[config.mk]
export PLATFORM = sky130hd
export DESIGN_NAME = idex_hazard_stage_flat
export DESIGN_NICKNAME = d
export VERILOG_FILES = /design/src/rtl/idex_hazard_stage_if.sv /design/src/rtl/idex_hazard_stage.sv /design/src/flat_wrapper.sv
export SDC_FILE = /design/constraint.sdc
export NUM_CORES = 1
export LEC_CHECK = 0
export CORE_AREA = 2 2 128 130
export CTS_CLUSTER_DIAMETER = 40
export DETAILED_ROUTE_END_ITERATION = 12
export DIE_AREA = 0 0 130 132
export PLACE_DENSITY = 0.77
export SKIP_CTS_REPAIR_TIMING = 1
export SLEW_MARGIN = 20
export SYNTH_ARGS = -nofsm -noshare
export SYNTH_HDL_FRONTEND = slang
export SYNTH_SLANG_ARGS = --single-unit
export TNS_END_PERCENT = 5
[constraint.sdc]
create_clock -name clk -period 4.1 [get_ports clk]
set_clock_uncertainty 0.15 [all_clocks]
set_input_delay 0.82 -clock clk [delete_from_list [all_inputs] [get_ports clk]]
set_output_delay 0.82 -clock clk [all_outputs]
set_load 0.02 [all_outputs]
[src/rtl/idex_hazard_stage_if.sv]
// Decode-to-execute bundle: ID-side instruction fields and front-end controls in,
// registered ID/EX fields, stall request and bubble counter out.
interface idex_hazard_stage_if #(
   parameter int XLEN = 32,
   parameter int CNTW = 16
);
   logic            ID_VALID;
   logic [4:0]      ID_RS;
   logic [4:0]      ID_RT;
   logic [4:0]      ID_RD;
   logic            ID_USES_RT;
   logic [XLEN-1:0] ID_RS_DATA;
   logic [XLEN-1:0] ID_RT_DATA;
   logic [XLEN-1:0] ID_IMM;
   logic [XLEN-1:0] ID_PC;
   logic            ID_RegWrite;
   logic            ID_MemRead;
   logic            ID_MemWrite;
   logic            ID_MemtoReg;
   logic            ID_ALUSrc;
   logic [3:0]      ID_ALUOP;
   logic            FLUSH;
   logic            MEM_STALL;

   logic            IDEX_VALID;
   logic [4:0]      IDEX_RS;
   logic [4:0]      IDEX_RT;
   logic [4:0]      IDEX_RD;
   logic [XLEN-1:0] IDEX_RS_DATA;
   logic [XLEN-1:0] IDEX_RT_DATA;
   logic [XLEN-1:0] IDEX_IMM;
   logic [XLEN-1:0] IDEX_PC;
   logic            IDEX_RegWrite;
   logic            IDEX_MemRead;
   logic            IDEX_MemWrite;
   logic            IDEX_MemtoReg;
   logic            IDEX_ALUSrc;
   logic [3:0]      IDEX_ALUOP;
   logic            STALL_IF_ID;
   logic [CNTW-1:0] STALL_CNT;

   modport master (
      output ID_VALID, ID_RS, ID_RT, ID_RD, ID_USES_RT,
             ID_RS_DATA, ID_RT_DATA, ID_IMM, ID_PC,
             ID_RegWrite, ID_MemRead, ID_MemWrite, ID_MemtoReg, ID_ALUSrc, ID_ALUOP,
             FLUSH, MEM_STALL,
      input  IDEX_VALID, IDEX_RS, IDEX_RT, IDEX_RD,
             IDEX_RS_DATA, IDEX_RT_DATA, IDEX_IMM, IDEX_PC,
             IDEX_RegWrite, IDEX_MemRead, IDEX_MemWrite, IDEX_MemtoReg, IDEX_ALUSrc, IDEX_ALUOP,
             STALL_IF_ID, STALL_CNT
   );

   modport slave (
      input  ID_VALID, ID_RS, ID_RT, ID_RD, ID_USES_RT,
             ID_RS_DATA, ID_RT_DATA, ID_IMM, ID_PC,
             ID_RegWrite, ID_MemRead, ID_MemWrite, ID_MemtoReg, ID_ALUSrc, ID_ALUOP,
             FLUSH, MEM_STALL,
      output IDEX_VALID, IDEX_RS, IDEX_RT, IDEX_RD,
             IDEX_RS_DATA, IDEX_RT_DATA, IDEX_IMM, IDEX_PC,
             IDEX_RegWrite, IDEX_MemRead, IDEX_MemWrite, IDEX_MemtoReg, IDEX_ALUSrc, IDEX_ALUOP,
             STALL_IF_ID, STALL_CNT
   );
endinterface

[src/rtl/idex_hazard_stage.sv]
// ID/EX pipeline register with load-use bubble insertion, branch flush squashing
// (deferred across memory stalls) and a saturating bubble counter.
module idex_hazard_stage #(
   parameter int XLEN = 32,
   parameter int CNTW = 16
) (
   input logic               clk,
   input logic               rst_n,
   idex_hazard_stage_if.slave bus
);

   typedef struct packed {
      logic            valid;
      logic [4:0]      rs;
      logic [4:0]      rt;
      logic [4:0]      rd;
      logic [XLEN-1:0] rs_data;
      logic [XLEN-1:0] rt_data;
      logic [XLEN-1:0] imm;
      logic [XLEN-1:0] pc;
      logic            reg_write;
      logic            mem_read;
      logic            mem_write;
      logic            mem_to_reg;
      logic            alu_src;
      logic [3:0]      alu_op;
   } idex_t;

   idex_t           idex_q, idex_d;
   logic            flush_pend_q, flush_pend_d;
   logic [CNTW-1:0] stall_cnt_q, stall_cnt_d;
   logic            load_use;

   function automatic logic [CNTW-1:0] sat_inc(input logic [CNTW-1:0] c);
      return (&c) ? c : c + 1'b1;
   endfunction

   // Producer in EX is a load whose result the ID instruction actually reads.
   assign load_use = idex_q.valid && idex_q.mem_read && (idex_q.rd != 5'd0) &&
                     bus.ID_VALID &&
                     ((idex_q.rd == bus.ID_RS) ||
                      (bus.ID_USES_RT && (idex_q.rd == bus.ID_RT)));

   assign bus.STALL_IF_ID = bus.MEM_STALL | (load_use & ~bus.FLUSH & ~flush_pend_q);

   always_comb begin
      idex_d       = idex_q;
      flush_pend_d = flush_pend_q;
      stall_cnt_d  = stall_cnt_q;
      if (bus.MEM_STALL) begin
         if (bus.FLUSH) flush_pend_d = 1'b1;
      end else if (bus.FLUSH || flush_pend_q) begin
         idex_d       = '0;
         flush_pend_d = 1'b0;
      end else if (load_use) begin
         idex_d      = '0;
         stall_cnt_d = sat_inc(stall_cnt_q);
      end else begin
         idex_d.valid      = bus.ID_VALID;
         idex_d.rs         = bus.ID_RS;
         idex_d.rt         = bus.ID_RT;
         idex_d.rd         = bus.ID_RD;
         idex_d.rs_data    = bus.ID_RS_DATA;
         idex_d.rt_data    = bus.ID_RT_DATA;
         idex_d.imm        = bus.ID_IMM;
         idex_d.pc         = bus.ID_PC;
         // Forwarding never checks x0, so a write to it must not look live.
         idex_d.reg_write  = bus.ID_RegWrite & bus.ID_VALID & (bus.ID_RD != 5'd0);
         idex_d.mem_read   = bus.ID_MemRead & bus.ID_VALID;
         idex_d.mem_write  = bus.ID_MemWrite & bus.ID_VALID;
         idex_d.mem_to_reg = bus.ID_MemtoReg;
         idex_d.alu_src    = bus.ID_ALUSrc;
         idex_d.alu_op     = bus.ID_ALUOP;
      end
   end

   always_ff @(posedge clk) begin
      if (!rst_n) begin
         idex_q       <= '0;
         flush_pend_q <= 1'b0;
         stall_cnt_q  <= '0;
      end else begin
         idex_q       <= idex_d;
         flush_pend_q <= flush_pend_d;
         stall_cnt_q  <= stall_cnt_d;
      end
   end

   assign bus.IDEX_VALID    = idex_q.valid;
   assign bus.IDEX_RS       = idex_q.rs;
   assign bus.IDEX_RT       = idex_q.rt;
   assign bus.IDEX_RD       = idex_q.rd;
   assign bus.IDEX_RS_DATA  = idex_q.rs_data;
   assign bus.IDEX_RT_DATA  = idex_q.rt_data;
   assign bus.IDEX_IMM      = idex_q.imm;
   assign bus.IDEX_PC       = idex_q.pc;
   assign bus.IDEX_RegWrite = idex_q.reg_write;
   assign bus.IDEX_MemRead  = idex_q.mem_read;
   assign bus.IDEX_MemWrite = idex_q.mem_write;
   assign bus.IDEX_MemtoReg = idex_q.mem_to_reg;
   assign bus.IDEX_ALUSrc   = idex_q.alu_src;
   assign bus.IDEX_ALUOP    = idex_q.alu_op;
   assign bus.STALL_CNT     = stall_cnt_q;

endmodule

[src/flat_wrapper.sv]
// flat-port wrapper written by rule: the top's interface ports become plain ports
module idex_hazard_stage_flat 
#(
   parameter int XLEN = 32,
   parameter int CNTW = 16
)
  (clk, rst_n, bus_ID_VALID, bus_ID_RS, bus_ID_RT, bus_ID_RD, bus_ID_USES_RT, bus_ID_RS_DATA, bus_ID_RT_DATA, bus_ID_IMM, bus_ID_PC, bus_ID_RegWrite, bus_ID_MemRead, bus_ID_MemWrite, bus_ID_MemtoReg, bus_ID_ALUSrc, bus_ID_ALUOP, bus_FLUSH, bus_MEM_STALL, bus_IDEX_VALID, bus_IDEX_RS, bus_IDEX_RT, bus_IDEX_RD, bus_IDEX_RS_DATA, bus_IDEX_RT_DATA, bus_IDEX_IMM, bus_IDEX_PC, bus_IDEX_RegWrite, bus_IDEX_MemRead, bus_IDEX_MemWrite, bus_IDEX_MemtoReg, bus_IDEX_ALUSrc, bus_IDEX_ALUOP, bus_STALL_IF_ID, bus_STALL_CNT);
  idex_hazard_stage_if #(.XLEN(XLEN), .CNTW(CNTW)) bus_i ();
  input logic clk;
  input logic rst_n;
  input wire logic [$bits(bus_i.ID_VALID)-1:0] bus_ID_VALID;
  input wire logic [$bits(bus_i.ID_RS)-1:0] bus_ID_RS;
  input wire logic [$bits(bus_i.ID_RT)-1:0] bus_ID_RT;
  input wire logic [$bits(bus_i.ID_RD)-1:0] bus_ID_RD;
  input wire logic [$bits(bus_i.ID_USES_RT)-1:0] bus_ID_USES_RT;
  input wire logic [$bits(bus_i.ID_RS_DATA)-1:0] bus_ID_RS_DATA;
  input wire logic [$bits(bus_i.ID_RT_DATA)-1:0] bus_ID_RT_DATA;
  input wire logic [$bits(bus_i.ID_IMM)-1:0] bus_ID_IMM;
  input wire logic [$bits(bus_i.ID_PC)-1:0] bus_ID_PC;
  input wire logic [$bits(bus_i.ID_RegWrite)-1:0] bus_ID_RegWrite;
  input wire logic [$bits(bus_i.ID_MemRead)-1:0] bus_ID_MemRead;
  input wire logic [$bits(bus_i.ID_MemWrite)-1:0] bus_ID_MemWrite;
  input wire logic [$bits(bus_i.ID_MemtoReg)-1:0] bus_ID_MemtoReg;
  input wire logic [$bits(bus_i.ID_ALUSrc)-1:0] bus_ID_ALUSrc;
  input wire logic [$bits(bus_i.ID_ALUOP)-1:0] bus_ID_ALUOP;
  input wire logic [$bits(bus_i.FLUSH)-1:0] bus_FLUSH;
  input wire logic [$bits(bus_i.MEM_STALL)-1:0] bus_MEM_STALL;
  output wire logic [$bits(bus_i.IDEX_VALID)-1:0] bus_IDEX_VALID;
  output wire logic [$bits(bus_i.IDEX_RS)-1:0] bus_IDEX_RS;
  output wire logic [$bits(bus_i.IDEX_RT)-1:0] bus_IDEX_RT;
  output wire logic [$bits(bus_i.IDEX_RD)-1:0] bus_IDEX_RD;
  output wire logic [$bits(bus_i.IDEX_RS_DATA)-1:0] bus_IDEX_RS_DATA;
  output wire logic [$bits(bus_i.IDEX_RT_DATA)-1:0] bus_IDEX_RT_DATA;
  output wire logic [$bits(bus_i.IDEX_IMM)-1:0] bus_IDEX_IMM;
  output wire logic [$bits(bus_i.IDEX_PC)-1:0] bus_IDEX_PC;
  output wire logic [$bits(bus_i.IDEX_RegWrite)-1:0] bus_IDEX_RegWrite;
  output wire logic [$bits(bus_i.IDEX_MemRead)-1:0] bus_IDEX_MemRead;
  output wire logic [$bits(bus_i.IDEX_MemWrite)-1:0] bus_IDEX_MemWrite;
  output wire logic [$bits(bus_i.IDEX_MemtoReg)-1:0] bus_IDEX_MemtoReg;
  output wire logic [$bits(bus_i.IDEX_ALUSrc)-1:0] bus_IDEX_ALUSrc;
  output wire logic [$bits(bus_i.IDEX_ALUOP)-1:0] bus_IDEX_ALUOP;
  output wire logic [$bits(bus_i.STALL_IF_ID)-1:0] bus_STALL_IF_ID;
  output wire logic [$bits(bus_i.STALL_CNT)-1:0] bus_STALL_CNT;
  assign bus_i.ID_VALID = bus_ID_VALID;
  assign bus_i.ID_RS = bus_ID_RS;
  assign bus_i.ID_RT = bus_ID_RT;
  assign bus_i.ID_RD = bus_ID_RD;
  assign bus_i.ID_USES_RT = bus_ID_USES_RT;
  assign bus_i.ID_RS_DATA = bus_ID_RS_DATA;
  assign bus_i.ID_RT_DATA = bus_ID_RT_DATA;
  assign bus_i.ID_IMM = bus_ID_IMM;
  assign bus_i.ID_PC = bus_ID_PC;
  assign bus_i.ID_RegWrite = bus_ID_RegWrite;
  assign bus_i.ID_MemRead = bus_ID_MemRead;
  assign bus_i.ID_MemWrite = bus_ID_MemWrite;
  assign bus_i.ID_MemtoReg = bus_ID_MemtoReg;
  assign bus_i.ID_ALUSrc = bus_ID_ALUSrc;
  assign bus_i.ID_ALUOP = bus_ID_ALUOP;
  assign bus_i.FLUSH = bus_FLUSH;
  assign bus_i.MEM_STALL = bus_MEM_STALL;
  assign bus_IDEX_VALID = bus_i.IDEX_VALID;
  assign bus_IDEX_RS = bus_i.IDEX_RS;
  assign bus_IDEX_RT = bus_i.IDEX_RT;
  assign bus_IDEX_RD = bus_i.IDEX_RD;
  assign bus_IDEX_RS_DATA = bus_i.IDEX_RS_DATA;
  assign bus_IDEX_RT_DATA = bus_i.IDEX_RT_DATA;
  assign bus_IDEX_IMM = bus_i.IDEX_IMM;
  assign bus_IDEX_PC = bus_i.IDEX_PC;
  assign bus_IDEX_RegWrite = bus_i.IDEX_RegWrite;
  assign bus_IDEX_MemRead = bus_i.IDEX_MemRead;
  assign bus_IDEX_MemWrite = bus_i.IDEX_MemWrite;
  assign bus_IDEX_MemtoReg = bus_i.IDEX_MemtoReg;
  assign bus_IDEX_ALUSrc = bus_i.IDEX_ALUSrc;
  assign bus_IDEX_ALUOP = bus_i.IDEX_ALUOP;
  assign bus_STALL_IF_ID = bus_i.STALL_IF_ID;
  assign bus_STALL_CNT = bus_i.STALL_CNT;
  idex_hazard_stage #(.XLEN(XLEN), .CNTW(CNTW)) u_core (.clk(clk), .rst_n(rst_n), .bus(bus_i));
endmodule
==> impl_metrics.tcl, run 1 <==
set metrics [dict create \
    critical-path-slowest-cell "clkdlybuf4s50_1" \
    io_pins 328 \
    syn_avg_cell_area_um2 12.1 \
    cts.clk_slew.worst_paths_ns 0.06 \
    rows 46 \
    dp_hpwl_um 13400 \
    synth_cell_type_count 37 \
    grt_pass1_vias 5361 \
    max_slew_margin_pct 53.8 \
    cp.required_ns 3.13 \
    first_iter_violations 256 \
    p_int_mw 2.95 \
    cp_max_fo 2 \
    clkPwrFrac_pct 42.5 \
    layout.nets 944 \
    die_h_um 132 \
    grt_pass1_wl_um 27900 \
    area_growth_syn_to_layout_pct 71.0 \
    cts_tree "built" \
    first_pass_iters 4 \
    startpoint_type "primary input" \
    synth.most_common_cell "dfxtp_1" \
    ant_nets 0 \
    die_area_um2 17200 \
    min_period_ns 3.98 \
    synth_edf_count 0 \
    power.density_nw_per_um2 397 \
    wire_per_inst_um 18.1 \
    ys_seq_area_share_pct 59.9 \
    crit_chain "clkdlybuf4s50_1 > xor2_1 > nor4_2 > a32oi_2 > o41ai_1 > clkdlybuf4s50_1" \
    synthTopCellsByCount "dfxtp_1 (170), a22o_1 (151), clkbuf_1 (21)" \
    globalplace.congestion 0.842 \
    fill_cells 1227 \
    crit_top_cell "clkdlybuf4s50_1" \
    grt_setup_unrepaired "no" \
    yosysTopAreaCell "dfxtp_1" \
    finalSetupTns_ns 0 \
    async_reset_ff_share_pct 0 \
    arrival_ns 3.01 \
    status "completed" \
    dp_slack_ns 0.162 \
    clock_latency_ns 0.42 \
    post-route-period-util_pct 97.1 \
    p_leak_nw 3.63 \
    ir_drop_mv 0.277 \
    sequentialPowerShare_pct 45.2 \
    cts_buffers 17 \
    synth_seq_cells 170 \
    root_buffer "clkbuf_16" \
    p_sw_share_pct 23.5 \
    end_kind "output port" \
    clock_sinks 170 \
    worst-path-buf-inv 2 \
    ys_top_cells_by_area "dfxtp_1 (60%), a22o_1 (23%), buf_6 (1.6%)" \
    start_util_pct 36.2 \
    path_class "primary input to output port" \
    critical_path.top_delay_family "buffers and inverters" \
    ys_warn_count 0 \
    max-cap-violations 0 \
    hold_violations 0 \
    synth_nets 629 \
    drt-total-wl_um 18300 \
    vias 5200 \
    power.switching_mw 0.905 \
    worstMarginPinSlew_ns 0.693 \
    hold_class "register to register" \
    drc 0 \
    cts_buffer_depth 2 \
    grtUsageTotal_pct 20.7 \
    synth_top_area_share_pct 59.9 \
    io_buffer_count 327 \
    die_w_um 130 \
    via_per_inst 5.13 \
    synth_area_um2 5680 \
    syn_inst 470 \
    total_power_mw 3.85 \
    core_um2 15700 \
    drive_gt1_share_pct 5.26 \
    pwr-share-comb_pct 12.2 \
    grt.overflow.total 0 \
    antenna_found_initial 0 \
    ys.flop_type "dfxtp_1" \
    critical_path.max_stage_delay_ns 0.73 \
    fin_ws_ns 0.118 \
    antenna_cells 0 \
    holdWs_ns 0.329 \
    setup_viol 0 \
    finalMaxSlewViolations 0 \
    clock.fmax_mhz 251 \
    cts.htree.levels 4 \
    grt_max_degree 64 \
]
[worst paths after layout]
| kind | start | end | slack (ns) | cells after the start |
|---|---|---|---|---|
| min | u_core.bus.IDEX_RS_DATA[4] | u_core.bus.IDEX_RS_DATA[4] | 0.33 | 1 |
| min reg2reg | u_core.bus.IDEX_RS_DATA[4] | u_core.bus.IDEX_RS_DATA[4] | 0.33 | 1 |
| max reg2reg | u_core.bus.IDEX_RD[4] | u_core.bus.IDEX_PC[5] | 1.23 | 7 |
| max | bus_ID_RT[4] | bus_STALL_IF_ID | 0.12 | 6 |
[cells in the final DEF (no fill, tap or decap), drive strengths merged]
cell type	Yosys	layout
ha	1	1
mux2i	6	6
nor4	6	6
nor2	4	4
o21ai	1	1
o41ai	4	4
a22o	151	151
and4	1	1
a21oi	8	8
bufinv	0	3
o311a	1	1
and3	1	1
dfxtp	170	170
clkbuf	21	19
a32o	2	2
or4	7	7
xnor2	1	1
buf	17	7
or3	2	2
o211a	1	1
nand2	17	17
clkinv	1	5
xor2	9	9
clkdlybuf4s50	0	327
a32oi	1	1
nand4bb	1	1
nand4	3	3
nor3	3	3
o2111ai	2	2
inv	7	11
nand3	4	4
o21a	1	1
o311ai	3	3
clkinvlp	0	2
o31ai	6	6
nor4b	1	1
nand2b	6	6
[metrics by stage]
stage,util [%],cells,area (um^2)
after floorplan,-,470,5680
after global routing,61.8,1014,9720
final,61.8,1014,9720
after detailed placement,58.0,982,9120
after global placement,58.0,982,9120
after CTS,61.8,1014,9720
[power groups by stage]
| stage | combinational [mW] | clock, mW | sequential (mW) |
|---|---|---|---|
| global route | 0.498 | 1.74 | 1.75 |
| floorplan | 0.106 | 0 | 1.84 |
| global placement | 0.464 | 0 | 1.78 |
| detailed placement | 0.472 | 0 | 1.78 |
| CTS | 0.474 | 1.67 | 1.74 |
| finish | 0.471 | 1.64 | 1.74 |
[flip-flops by register name (all words and copies together) (netlist names), 4 cells and up]
register	cells
u_core.bus.IDEX_RT	5
u_core.bus.IDEX_RT_DATA	32
u_core.bus.IDEX_PC	32
u_core.bus.IDEX_RS	5
u_core.bus.IDEX_ALUOP	4
u_core.bus.IDEX_IMM	32
u_core.bus.IDEX_RS_DATA	32
u_core.bus.IDEX_RD	5
u_core.bus.STALL_CNT	16
[cells by family after synthesis]
| logic type | synth area share (%) |
|---|---|
| AO/OA/AOI/OAI | 27.5 |
| flip-flops | 59.9 |
| AND/OR/NAND/NOR | 5.53 |
| buffers and inverters | 4.29 |
| XOR/XNOR | 1.54 |
| multiplexers | 1.06 |
| adder cells (fa/ha/maj) | 0.220 |
[final cells by class]
cell class / instances / area (um^2) / area share [%]
clock inverters: 13 / 168 / 1.73
well taps: 216 / 270 / 2.78
clock buffers: 19 / 433 / 4.45
multi-input cells: 254 / 2050 / 21.1
repair buffers: 334 / 3360 / 34.6
inverters: 8 / 30.0 / 0.309
flip-flops and latches: 170 / 3400 / 35.0
[per-layer routing]
| layer | routed length [um] | GRT usage (%) | up-vias |
|---|---|---|---|
| li1 | - | - | 2447 |
| met1 | 6980 | 22.4 | 2466 |
| met2 | 9310 | 36.4 | 248 |
| met3 | 1600 | 7.18 | 39 |
| met4 | 454 | 8.72 | 0 |
| met5 | 0 | 0 | - |
[worst reg2reg max path, cell delays in order (launching register included)]
cell and delay [ns]:
dfxtp_1 0.47, xor2_1 0.23, nor4_2 0.08, a32oi_2 0.24, buf_4 0.30, o211a_4 0.66
buf_4 0.49, a22o_1 0.20
Note: power is estimated with default switching activity, not from simulation.
==> run 2: changes to the inputs <==
--- a/config.mk
+++ b/config.mk
@@ -15,4 +15,3 @@
 export SYNTH_ARGS = -nofsm -noshare
 export SYNTH_HDL_FRONTEND = slang
 export SYNTH_SLANG_ARGS = --single-unit
-export TNS_END_PERCENT = 5
==> results of run 2 <==
The final DEF is identical to that of run 1; final timing and power are the same.
==> run 3: changes to the inputs <==
--- a/config.mk
+++ b/config.mk
@@ -11,7 +11,7 @@
 export DIE_AREA = 0 0 130 132
 export PLACE_DENSITY = 0.77
 export SKIP_CTS_REPAIR_TIMING = 1
-export SLEW_MARGIN = 20
 export SYNTH_ARGS = -nofsm -noshare
 export SYNTH_HDL_FRONTEND = slang
 export SYNTH_SLANG_ARGS = --single-unit
+export TNS_END_PERCENT = 100
==> results of run 3 <==
The final DEF is identical to that of run 1; final timing and power are the same.
